**src/rtl/gpca_op_sequencer.sv**
```systemverilog
// gpca_op_sequencer: issues one mul/square/sqrt/div command to the gpca array.
// Formats X,P,A,B,C, holds them for ARRAY_LAT cycles, captures F/S, returns result.
// Optional: define GPCA_DIV_ZERO_CHECK_EN to short-circuit divide-by-zero to an
// error result (res_f=1F, res_s=0, res_err=1) without touching the array.
// Ports:
//   clk, rst                  clock, async active-high reset
//   cmd_valid/ready           command handshake
//   cmd_op,a,b,d              op (00 mul,01 sq,10 sqrt,11 div) and operands
//   X,P,A,B,C                 registered array drive
//   F,S                       array results
//   res_valid/ready           result handshake
//   res_f,res_s,res_err       captured result and error flag
module gpca_op_sequencer #(
    parameter int ARRAY_LAT = 5
) (
    input  logic        clk,
    input  logic        rst,
    input  logic        cmd_valid,
    output logic        cmd_ready,
    input  logic [1:0]  cmd_op,
    input  logic [4:0]  cmd_a,
    input  logic [4:0]  cmd_b,
    input  logic [9:0]  cmd_d,
    output logic        X,
    output logic [4:0]  P,
    output logic [9:0]  A,
    output logic [6:0]  B,
    output logic [6:0]  C,
    input  logic [4:0]  F,
    input  logic [10:0] S,
    output logic        res_valid,
    input  logic        res_ready,
    output logic [4:0]  res_f,
    output logic [10:0] res_s,
    output logic        res_err
);

    // A zero latency still needs one WAIT cycle for the array to settle.
    localparam int LAT_EFF = (ARRAY_LAT < 1) ? 1 : ARRAY_LAT;
    localparam int CW = (LAT_EFF > 1) ? $clog2(LAT_EFF) : 1;
    localparam logic [CW-1:0] CNT_INIT = CW'(LAT_EFF - 1);

    localparam logic [2:0] S_IDLE = 3'd0;
    localparam logic [2:0] S_LOAD = 3'd1;
    localparam logic [2:0] S_WAIT = 3'd2;
    localparam logic [2:0] S_CAPT = 3'd3;
    localparam logic [2:0] S_DONE = 3'd4;

    localparam logic [1:0] OP_MUL  = 2'b00;
    localparam logic [1:0] OP_SQR  = 2'b01;
    localparam logic [1:0] OP_SQRT = 2'b10;
    localparam logic [1:0] OP_DIV  = 2'b11;

    // Constant B/C pair that turns the array into a squarer / root extractor.
    localparam logic [6:0] K_B = 7'b0011111;
    localparam logic [6:0] K_C = 7'b0100000;

    logic [2:0]    state;
    logic [CW-1:0] cnt;
    logic [1:0]    op_q;
    logic [4:0]    a_q;
    logic [4:0]    b_q;
    logic [9:0]    d_q;

    logic          x_n;
    logic [4:0]    p_n;
    logic [9:0]    a_n;
    logic [6:0]    b_n;
    logic [6:0]    c_n;

    logic          accept;
    logic          div_zero;

    assign cmd_ready = (state == S_IDLE);
    assign accept    = cmd_valid & cmd_ready;

`ifdef GPCA_DIV_ZERO_CHECK_EN
    assign div_zero = (cmd_op == OP_DIV) && (cmd_b == 5'd0);
`else
    assign div_zero = 1'b0;
`endif

    // Operand formatting from the latched command.
    always_comb begin
        x_n = 1'b0;
        p_n = '0;
        a_n = '0;
        b_n = '0;
        c_n = '0;
        unique case (op_q)
            OP_MUL: begin
                p_n = a_q;
                b_n = {b_q, 2'b00};
                c_n = {b_q, 2'b00};
            end
            OP_SQR: begin
                p_n = a_q;
                b_n = K_B;
                c_n = K_C;
            end
            OP_SQRT: begin
                x_n = 1'b1;
                a_n = d_q;
                b_n = K_B;
                c_n = K_C;
            end
            OP_DIV: begin
                x_n = 1'b1;
                a_n = d_q;
                b_n = {b_q, 2'b00};
                c_n = {b_q, 2'b00};
            end
            default: begin
                x_n = 1'b0;
            end
        endcase
    end

    always_ff @(posedge clk or posedge rst) begin
        if (rst) begin
            state     <= S_IDLE;
            cnt       <= '0;
            op_q      <= '0;
            a_q       <= '0;
            b_q       <= '0;
            d_q       <= '0;
            X         <= 1'b0;
            P         <= '0;
            A         <= '0;
            B         <= '0;
            C         <= '0;
            res_valid <= 1'b0;
            res_f     <= '0;
            res_s     <= '0;
        end else begin
            unique case (state)
                S_IDLE: begin
                    if (accept) begin
                        if (div_zero) begin
                            res_f     <= 5'h1F;
                            res_s     <= '0;
                            res_valid <= 1'b1;
                            state     <= S_DONE;
                        end else begin
                            op_q  <= cmd_op;
                            a_q   <= cmd_a;
                            b_q   <= cmd_b;
                            d_q   <= cmd_d;
                            state <= S_LOAD;
                        end
                    end
                end
                S_LOAD: begin
                    X     <= x_n;
                    P     <= p_n;
                    A     <= a_n;
                    B     <= b_n;
                    C     <= c_n;
                    cnt   <= CNT_INIT;
                    state <= S_WAIT;
                end
                S_WAIT: begin
                    if (cnt == '0) begin
                        state <= S_CAPT;
                    end else begin
                        cnt <= cnt - CW'(1);
                    end
                end
                S_CAPT: begin
                    res_f     <= F;
                    res_s     <= S;
                    res_valid <= 1'b1;
                    state     <= S_DONE;
                end
                S_DONE: begin
                    if (res_ready) begin
                        res_valid <= 1'b0;
                        X         <= 1'b0;
                        P         <= '0;
                        A         <= '0;
                        B         <= '0;
                        C         <= '0;
                        state     <= S_IDLE;
                    end
                end
                default: begin
                    state <= S_IDLE;
                end
            endcase
        end
    end

`ifdef GPCA_DIV_ZERO_CHECK_EN
    always_ff @(posedge clk or posedge rst) begin
        if (rst) begin
            res_err <= 1'b0;
        end else if (accept) begin
            res_err <= div_zero;
        end else if (state == S_DONE && res_ready) begin
            res_err <= 1'b0;
        end
    end
`else
    assign res_err = 1'b0;
`endif

endmodule

```
**config.mk**
```make
export PLATFORM = sky130hd
export DESIGN_NAME = gpca_op_sequencer
export DESIGN_NICKNAME = d
export VERILOG_FILES = /design/src/rtl/gpca_op_sequencer.sv
export SDC_FILE = /design/constraint.sdc
export NUM_CORES = 1
export LEC_CHECK = 0
export BUFFER_PORTS_ARGS = -buffer_cell sky130_fd_sc_hd__buf_2
export CORE_UTILIZATION = 55
export CTS_BUF_LIST = sky130_fd_sc_hd__clkbuf_8
export CTS_CLUSTER_DIAMETER = 150
export DETAILED_ROUTE_END_ITERATION = 10
export PLACE_DENSITY = 0.91
export SETUP_SLACK_MARGIN = 0.4
export SYNTH_ARGS = -nofsm -noshare
export SYNTH_HDL_FRONTEND = slang
export SYNTH_SLANG_ARGS = --single-unit
```
**constraint.sdc**
```tcl
create_clock -name clk -period 6.95 [get_ports clk]
set_input_delay 1.39 -clock clk [delete_from_list [all_inputs] [get_ports clk]]
set_output_delay 1.39 -clock clk [all_outputs]
set_load 0.03 [all_outputs]
```
==> results of run 1 <==
[per-stage QoR]
| step | cells | util | cell area [um2] | hold slack [ps] | setup slack (ps) |
|---|---|---|---|---|---|
| finish | 384 | 0.6814 | 3752 | 491.4 | 4040 |
| floorplan | 226 | - | 3138 | 462.0 | 3763 |
| CTS | 384 | 0.6814 | 3752 | 495.1 | 4017 |
| global placement | 368 | 0.6430 | 3541 | 455.6 | 4019 |
| detailed placement | 368 | 0.6430 | 3541 | 460.1 | 3983 |
| global route | 384 | 0.6814 | 3752 | 509.9 | 3954 |
[sequential cells by signal (all words and copies together), names as in the netlist]
name       count
res_f          5
a_q            5
state          3
res_valid      1
B              5
cnt            3
P              5
X              1
C              5
b_q            5
d_q           10
A             10
op_q           2
res_s         11
[worst max-delay path: cells and delay by family (launching register included)]
kind | cells | cell delay, ps
simple gates | 2 | 470
flops | 1 | 510
buf+inv | 1 | 200
[power groups by stage]
stage	logic [W]	registers, W	clock network [W]
6_report	0.000932	0.000736	0.000351
5_1_grt	0.00100	0.000764	0.000372
4_1_cts	0.000942	0.000736	0.000360
3_5_place_dp	0.000939	0.000741	0
3_3_place_gp	0.000909	0.000728	0
2_1_floorplan	0.000563	0.000918	0
[final cells by class]
class / instances / share of cell area
clock buffers: 9 / 0.03301
clock inverters: 7 / 0.02334
inverters: 7 / 0.007002
multi-input cells: 130 / 0.3211
flip-flops and latches: 71 / 0.4735
well taps: 72 / 0.02401
repair buffers: 88 / 0.1180
[cells by family (layout without fill, tap and decap cells)]
| group | count (synthesis) | after routing | share of synthesized area |
|---|---|---|---|
| mux | 58 | 58 | 0.2238 |
| buf+inv | 25 | 111 | 0.05196 |
| flops | 71 | 71 | 0.5675 |
| compound gates | 20 | 20 | 0.04916 |
| fa+ha+maj | 6 | 6 | 0.02398 |
| other cells | 1 | 3 | 0.001198 |
| xor+xnor | 1 | 1 | 0.002798 |
| simple gates | 42 | 42 | 0.07954 |
[routing by layer]
metal  vias up  wire length, um
li1        939                -
met1       954             2531
met2        69             2796
met3        11              344
met4         0               99
met5         -                0
[cells in the final DEF (no fill, tap or decap), drive strengths merged, types with 3 or more instances in the layout]
cell type	instances
o2bb2ai	5
o21ai	4
nor3b	7
nor2	10
nand2	4
mux2	57
clkbuf	9
ha	6
clkinv	3
conb	3
dfrtp	71
buf	88
and3	13
a22o	3
inv	9
[how the worst max path moves through the flow]
stage,depth (start not counted),from,slack [ps],end
floorplan,1,rst,3760,A[0]
CTS,3,state[0],4020,cmd_ready
finish,3,state[0],4040,cmd_ready
detailed placement,3,cmd_valid,3980,b_q[4]
global placement,3,cmd_valid,4020,d_q[2]
global route,3,state[0],3950,cmd_ready
==> results.sh, run 1 <==
export IMPL_status="finished, final reports clean"
export IMPL_area_growth_pct=19.86
export IMPL_cts_sinks=71
export IMPL_fin_crit_sh=0.4187
export IMPL_async_flop_share=1.000
export IMPL_vias=1973
export IMPL_total_power_w=0.002019
export IMPL_grt_util_met2=0.3327
export IMPL_drtPass1Iterations=4
export IMPL_die_h_um=77.45
export IMPL_hold_violations=0
export IMPL_cts_tree="built"
export IMPL_final_nets=355
export IMPL_endpoint_kind="output port"
export IMPL_clock_path_buffers=2
export IMPL_ios=91
export IMPL_p_sw_frac=0.3979
export IMPL_tightest_slew_ps=1149
export IMPL_die_width_um=77.45
export IMPL_drcViolationCount=0
export IMPL_cp_arrival_ps=1520
export IMPL_yosysUniqueCellTypes=34
export IMPL_diodes=0
export IMPL_wl_mm=5.772
export IMPL_overflow=0
export IMPL_timing_fmax_ghz=0.3436
export IMPL_rsz0062_at_grt="no"
export IMPL_synth_most_common_cell="dfrtp_1"
export IMPL_cp_start_kind="flop"
export IMPL_core_area_mm2=0.005507
export IMPL_grt_usage=0.2114
export IMPL_synth_top_cell_area_share=0.5675
export IMPL_cts_hold_buffers_added=0
export IMPL_worstPathMaxFanout=12
export IMPL_crit_slowest_cell="dfrtp_1"
export IMPL_grt_max_degree=72
export IMPL_yosysSeqAreaShare=0.5675
export IMPL_postCtsSetupRepairBufs=0
export IMPL_r2r_start="state[0]"
export IMPL_grt_util_met3=0.05412
export IMPL_drtIter0Drc=106
export IMPL_place_congestion=0.8149
export IMPL_routedWlPerCell_um=15.03
export IMPL_start_util=0.5685
export IMPL_synth_cells=224
export IMPL_p_per_area_mw_per_mm2=538.1
export IMPL_cap_violations=0
export IMPL_ctsResizeCount=0
export IMPL_yosys_area_top_type="dfrtp_1"
export IMPL_cp_data_required_time_ps=5560
export IMPL_insertion_delay_ps=340
export IMPL_drive_gt1_frac=0.5224
export IMPL_netlist_area_mm2=0.003131
export IMPL_via_per_inst=5.138
export IMPL_critPathKind="reg2out"
export IMPL_synth_cells_most_frequent="dfrtp_1 (71), mux2_2 (44), and3_1 (13), mux2_4 (13), nor2_1 (10)"
export IMPL_ys_ff_latch=71
export IMPL_combPwrFrac=0.461
export IMPL_clk_pin_slew_ps=80
export IMPL_switchingPower_w=0.0008034
export IMPL_period_minus_slack_ps=2910
export IMPL_grt_pass1_vias=1923
export IMPL_slew_violations=0
export IMPL_antenna_found_initial=0
export IMPL_final_fill_count=398
export IMPL_register_area_mm2=0.001777
export IMPL_cts_made_buffers=9
export IMPL_seqPwrFrac=0.365
export IMPL_fp_dieArea_mm2=0.005998
export IMPL_slowest_delay_ps=510
export IMPL_finClkSkew_ps=10.06
export IMPL_htreeDepth=3
export IMPL_min_path_cells=1
export IMPL_ir_drop_mv=0.3004
export IMPL_busiest_layer="met2"
export IMPL_reg2reg_to="d_q[5]"
export IMPL_worst_r2r_cell_count=3
export IMPL_grt_use_met1=0.2741
export IMPL_setup_viol=0
export IMPL_multi_input_area_mm2=0.001205
export IMPL_dp_hpwl_mm=3.974
export IMPL_fp_row_count=27
export IMPL_hold_start="B[2]"
export IMPL_p_int_w=0.001216
export IMPL_min_path_type="reg2reg"
export IMPL_yosys_warnings=0
export IMPL_grt_pass1_wl_mm=9.487
export IMPL_fin_setup_tns_ps=0
export IMPL_synthFlopType="dfrtp_1"
export IMPL_clkPwrFrac=0.174
export IMPL_p_leak_nw=1.926
export IMPL_numPortBuffers=87
export IMPL_slew_headroom=0.2331
export IMPL_syn_avg_cell_area_um2=13.98
export IMPL_clock_root_buffer="clkbuf_8"
export IMPL_r2r_slack_ps=4560
export IMPL_synthTopCellsByArea="dfrtp_1 (57%), mux2_2 (16%), mux2_4 (6.2%)"
export IMPL_hold_path_end="B[2]"
export IMPL_synth_edf_count=0
export IMPL_path_cells="or2_1 > nor2_1 > buf_2"
export IMPL_ant_nets=0
Note: power is estimated with default switching activity, not from simulation.
==> run 2: changes to the inputs <==
Settings changed: CORE_UTILIZATION 55 to 53, PLACE_DENSITY 0.91 to 0.88.
Clock period 6.95 ns to 2.7 ns, I/O delays scaled along.
==> results.sh, run 2 (same netlist as run 1, synthesis figures left out) <==
export IMPL_status="finished, final reports clean"
export IMPL_antenna_found_initial=0
export IMPL_p_per_area_mw_per_mm2=1369
export IMPL_tightest_slew_ps=768.5
export IMPL_period_minus_slack_ps=2063
export IMPL_die_h_um=78.86
export IMPL_dp_hpwl_mm=4.126
export IMPL_cp_data_required_time_ps=2160
export IMPL_drtPass1Iterations=4
export IMPL_fin_setup_tns_ps=0
export IMPL_endpoint_kind="output port"
export IMPL_clock_root_buffer="clkbuf_8"
export IMPL_vias=2027
export IMPL_insertion_delay_ps=330
export IMPL_final_cell_mix="buf_2 (87), dfrtp_1 (71), mux2_2 (44), and3_1 (13), mux2_4 (13)"
export IMPL_slew_violations=0
export IMPL_diodes=0
export IMPL_slew_headroom=0.4866
export IMPL_r2r_start="state[1]"
export IMPL_hold_violations=0
export IMPL_fin_hold_ws_ps=169.8
export IMPL_htreeDepth=3
export IMPL_area_growth_pct=20.22
export IMPL_drive_gt1_frac=0.5240
export IMPL_ctsResizeCount=0
export IMPL_p_leak_nw=1.913
export IMPL_rsz0062_at_grt="no"
export IMPL_ios=91
export IMPL_finClkSkew_ps=11.61
export IMPL_wl_mm=6.034
export IMPL_worstPathMaxFanout=12
export IMPL_via_per_inst=5.265
export IMPL_final_nets=356
export IMPL_cap_violations=0
export IMPL_ant_nets=0
export IMPL_drcViolationCount=0
export IMPL_largest_reg_flops=11
export IMPL_timing_fmax_ghz=0.4848
export IMPL_routedWlPerCell_um=15.67
export IMPL_cp_arrival_ps=1520
export IMPL_cp_start_kind="flop"
export IMPL_grt_max_degree=58
export IMPL_numPortBuffers=87
export IMPL_fp_row_count=27
export IMPL_start_util=0.5582
export IMPL_ir_drop_mv=0.7020
export IMPL_fp_dieArea_mm2=0.006218
export IMPL_grt_pass1_vias=2055
export IMPL_core_area_mm2=0.005608
export IMPL_worst_r2r_cell_count=3
export IMPL_overflow=0
export IMPL_reg2reg_to="A[7]"
export IMPL_clk_pin_slew_ps=80
export IMPL_fin_crit_sh=0.7639
export IMPL_setup_viol=0
export IMPL_cts_tree="built"
export IMPL_grt_pass1_wl_mm=9.660
export IMPL_top_regs="res_s: 11 flops, A: 10 flops, d_q: 10 flops"
export IMPL_final_common_cell="buf_2"
export IMPL_clock_path_buffers=2
export IMPL_largest_register="res_s"
export IMPL_min_path_type="in2async"
export IMPL_grt_usage=0.2056
export IMPL_critPathKind="reg2out"
export IMPL_r2r_slack_ps=690
export IMPL_place_congestion=0.7847
export IMPL_cts_hold_buffers_added=0
export IMPL_cts_made_buffers=9
export IMPL_drtIter0Drc=90
export IMPL_postCtsSetupRepairBufs=0
export IMPL_die_width_um=78.86
export IMPL_cts_sinks=71
-- run 2: metrics by stage --
step | util | total power (W) | area [um2] | instances | setup WS [ps]
6_report | 0.6711 | 0.005153 | 3764 | 385 | 637.4
5_1_grt | 0.6711 | 0.005475 | 3764 | 385 | 545.2
3_5_place_dp | 0.6357 | 0.004345 | 3565 | 369 | 723.9
2_1_floorplan | - | 0.003812 | 3142 | 226 | 956.0
4_1_cts | 0.6711 | 0.005206 | 3764 | 385 | 633.1
3_3_place_gp | 0.6357 | 0.004240 | 3565 | 369 | 810.9
-- run 2: critical path, cell delays in order (launching register included) --
cell and delay [ps]:
dfrtp_1 510, or2_1 360, nor2_1 120, buf_2 210
-- run 2: how the worst max path moves through the flow --
stage / start / endpoint / cells after the start
after floorplan: state[2] / cmd_ready / 3
after global placement: state[1] / A[8] / 3
after detailed placement: state[1] / A[6] / 3
after CTS: state[0] / cmd_ready / 3
after global routing: state[0] / cmd_ready / 3
final: state[0] / cmd_ready / 3
-- run 2: metal layers --
layer | track usage | routed length (um)
met5 | 0 | 0
met4 | 0.08909 | 69
met3 | 0.05172 | 396
met2 | 0.3478 | 2950
met1 | 0.2498 | 2618
-- run 2: area by class of cell --
| class | count | area, um2 |
|---|---|---|
| fillers | 430 | 1844 |
| flip-flops and latches | 71 | 1777 |
| multi-input cells | 130 | 1205 |
| repair buffers | 89 | 462.9 |
| clock buffers | 10 | 137.6 |
| well taps | 72 | 90.09 |
| clock inverters | 6 | 61.31 |
| inverters | 7 | 30.03 |
-- run 2: power by group --
part           switching, W  total (W)  internal, W
sequential         0.000339    0.00190      0.00156
combinational       0.00136    0.00242      0.00106
clock              0.000389   0.000836     0.000447
==> run 3: changes to the inputs <==
Settings changed: CORE_UTILIZATION 53 to 48, PLACE_DENSITY 0.88 to 0.85.
Clock period 2.7 ns to 1.7 ns, I/O delays scaled along.
==> results.sh, run 3 (same netlist as run 1, synthesis figures left out) <==
export IMPL_fp_dieArea_mm2=0.006849
export IMPL_fin_crit_sh=1.014
export IMPL_placed_area_mm2=0.003744
export IMPL_largest_reg_flops=11
export IMPL_ir_drop_mv=1.658
export IMPL_status="complete, but fails checks"
export IMPL_timing_fmax_ghz=0.5799
export IMPL_overflow=0
export IMPL_drcViolationCount=0
export IMPL_largest_register="res_s"
export IMPL_antenna_found_initial=0
export IMPL_clock_path_buffers=2
export IMPL_critPathKind="reg2reg"
export IMPL_utilization=0.7097
export IMPL_grt_usage=0.2316
export IMPL_slowest_delay_ps=550
export IMPL_critPathTopFamily="simple AND/OR/NAND/NOR gates"
export IMPL_wl_mm=8.238
export IMPL_area_growth_pct=43.13
export IMPL_p_leak_nw=2.289
export IMPL_p_per_area_mw_per_mm2=2316
export IMPL_layout_setup_ws_ps=-24.45
export IMPL_cts_made_buffers=9
export IMPL_critPathBufInv=1
export IMPL_finalInstanceArea_mm2=0.004481
export IMPL_cp_arrival_ps=1960
export IMPL_ios=91
export IMPL_fin_setup_tns_ps=-88.37
export IMPL_endpoint_kind="flop"
export IMPL_core_area_mm2=0.006314
export IMPL_multi_input_area_mm2=0.001506
export IMPL_htreeDepth=3
export IMPL_grt_max_degree=37
export IMPL_diodes=0
export IMPL_routedWlPerCell_um=19.34
export IMPL_finClkSkew_ps=9.639
export IMPL_numPortBuffers=87
export IMPL_final_fill_count=399
export IMPL_die_h_um=82.76
export IMPL_cts_sinks=71
export IMPL_final_nets=392
export IMPL_period_minus_slack_ps=1724
export IMPL_slew_violations=0
export IMPL_final_common_cell="buf_2"
export IMPL_cts_tree="built"
export IMPL_top_regs="res_s: 11 flops, A: 10 flops, d_q: 10 flops"
export IMPL_drtIter0Drc=107
export IMPL_cp_start_kind="flop"
export IMPL_rsz0062_at_grt="yes"
export IMPL_via_per_inst=5.509
export IMPL_vias=2347
export IMPL_cp_data_required_time_ps=1940
export IMPL_grt_pass1_wl_mm=11.13
export IMPL_setup_viol=13
export IMPL_register_area_mm2=0.001778
export IMPL_die_width_um=82.76
export IMPL_cts_hold_buffers_added=0
export IMPL_insertion_delay_ps=350
export IMPL_ant_nets=0
export IMPL_dp_hpwl_mm=4.501
export IMPL_clock_root_buffer="clkbuf_8"
export IMPL_min_path_type="in2async"
export IMPL_drive_gt1_frac=0.6447
export IMPL_clk_pin_slew_ps=70
export IMPL_path_cells="buf_6 > or3b_2 > and3_1 > mux2_4"
export IMPL_crit_slowest_cell="or3b_2"
export IMPL_violations="setup timing"
export IMPL_drtPass1Iterations=4
export IMPL_worstPathMaxFanout=7
export IMPL_grt_pass1_vias=2212
export IMPL_hold_violations=0
export IMPL_start_util=0.4958
export IMPL_fp_row_count=29
export IMPL_cap_violations=0
export IMPL_final_cell_mix="buf_2 (72), dfrtp_1 (70), mux2_4 (35), buf_4 (28), mux2_2 (22)"
export IMPL_place_congestion=0.8059
==> run 3: cell count changes in the layout (fill, tap and decap cells not counted), sizes merged <==
cell      previous run  this run
inv                  7         6
buf                 89       122
o31a                 1         3
clkinv               1         4
clkinvlp             4         1
or3b                 2         3
bufinv               1         2
==> run 3: final timing paths <==
| kind | slack [ps] | cells after the start | startpoint | endpoint |
|---|---|---|---|---|
| max | -20 | 4 | state[0] | A[2] |
| max reg2reg | -20 | 4 | state[0] | A[2] |
| min reg2reg | 490 | 1 | X | X |
| min | 10 | 2 | rst | state[1] |
| min in group clk | 210 | 2 | cmd_b[3] | b_q[3] |
| max in group asynchronous | 1120 | 3 | rst | state[2] |
==> run 3: area by class of cell <==
cell class	count	area share
clock buffer	10	0.03072
clock inverter	6	0.01871
inverter	7	0.006702
multi-input combinational	133	0.3362
sequential	71	0.3968
tap	77	0.02150
timing repair buffer	122	0.1893
==> run 3: per-layer routing <==
| layer | global-route usage | share of wire |
|---|---|---|
| met5 | 0 | 0 |
| met4 | 0.09655 | 0.029 |
| met3 | 0.08791 | 0.069 |
| met2 | 0.3795 | 0.51 |
| met1 | 0.2720 | 0.39 |
==> run 3: stage by stage <==
stage                     hold slack [ps]  setup WS [ps]  std cells  power, W
final                               10.26         -24.45        426   0.01038
after CTS                           16.55          12.34        413  0.009420
after floorplan                     449.1         -15.71        226  0.006391
after global routing                36.59         -42.67        426   0.01087
after global placement              392.5          90.71        384  0.007182
after detailed placement            389.3          28.08        384  0.007358
==> run 3: where the power goes <==
part | leakage (nW) | total [W] | internal, W | switching, W
clock network | 0.116 | 0.00151 | 0.000861 | 0.000647
registers | 0.865 | 0.00306 | 0.00249 | 0.000574
logic | 1.31 | 0.00581 | 0.00292 | 0.00289
total | 2.29 | 0.0104 | 0.00627 | 0.00411
==> run 3: repair_timing <==
| action | CTS | global route |
|---|---|---|
| gates cloned | 3 | 0 |
| pin swaps | 6 | 11 |
| gates resized for setup | 21 | 62 |
| setup buffers | 10 | 13 |
| endpoints found under the setup margin | 69 | 81 |
| hold endpoints to repair | 0 | 0 |
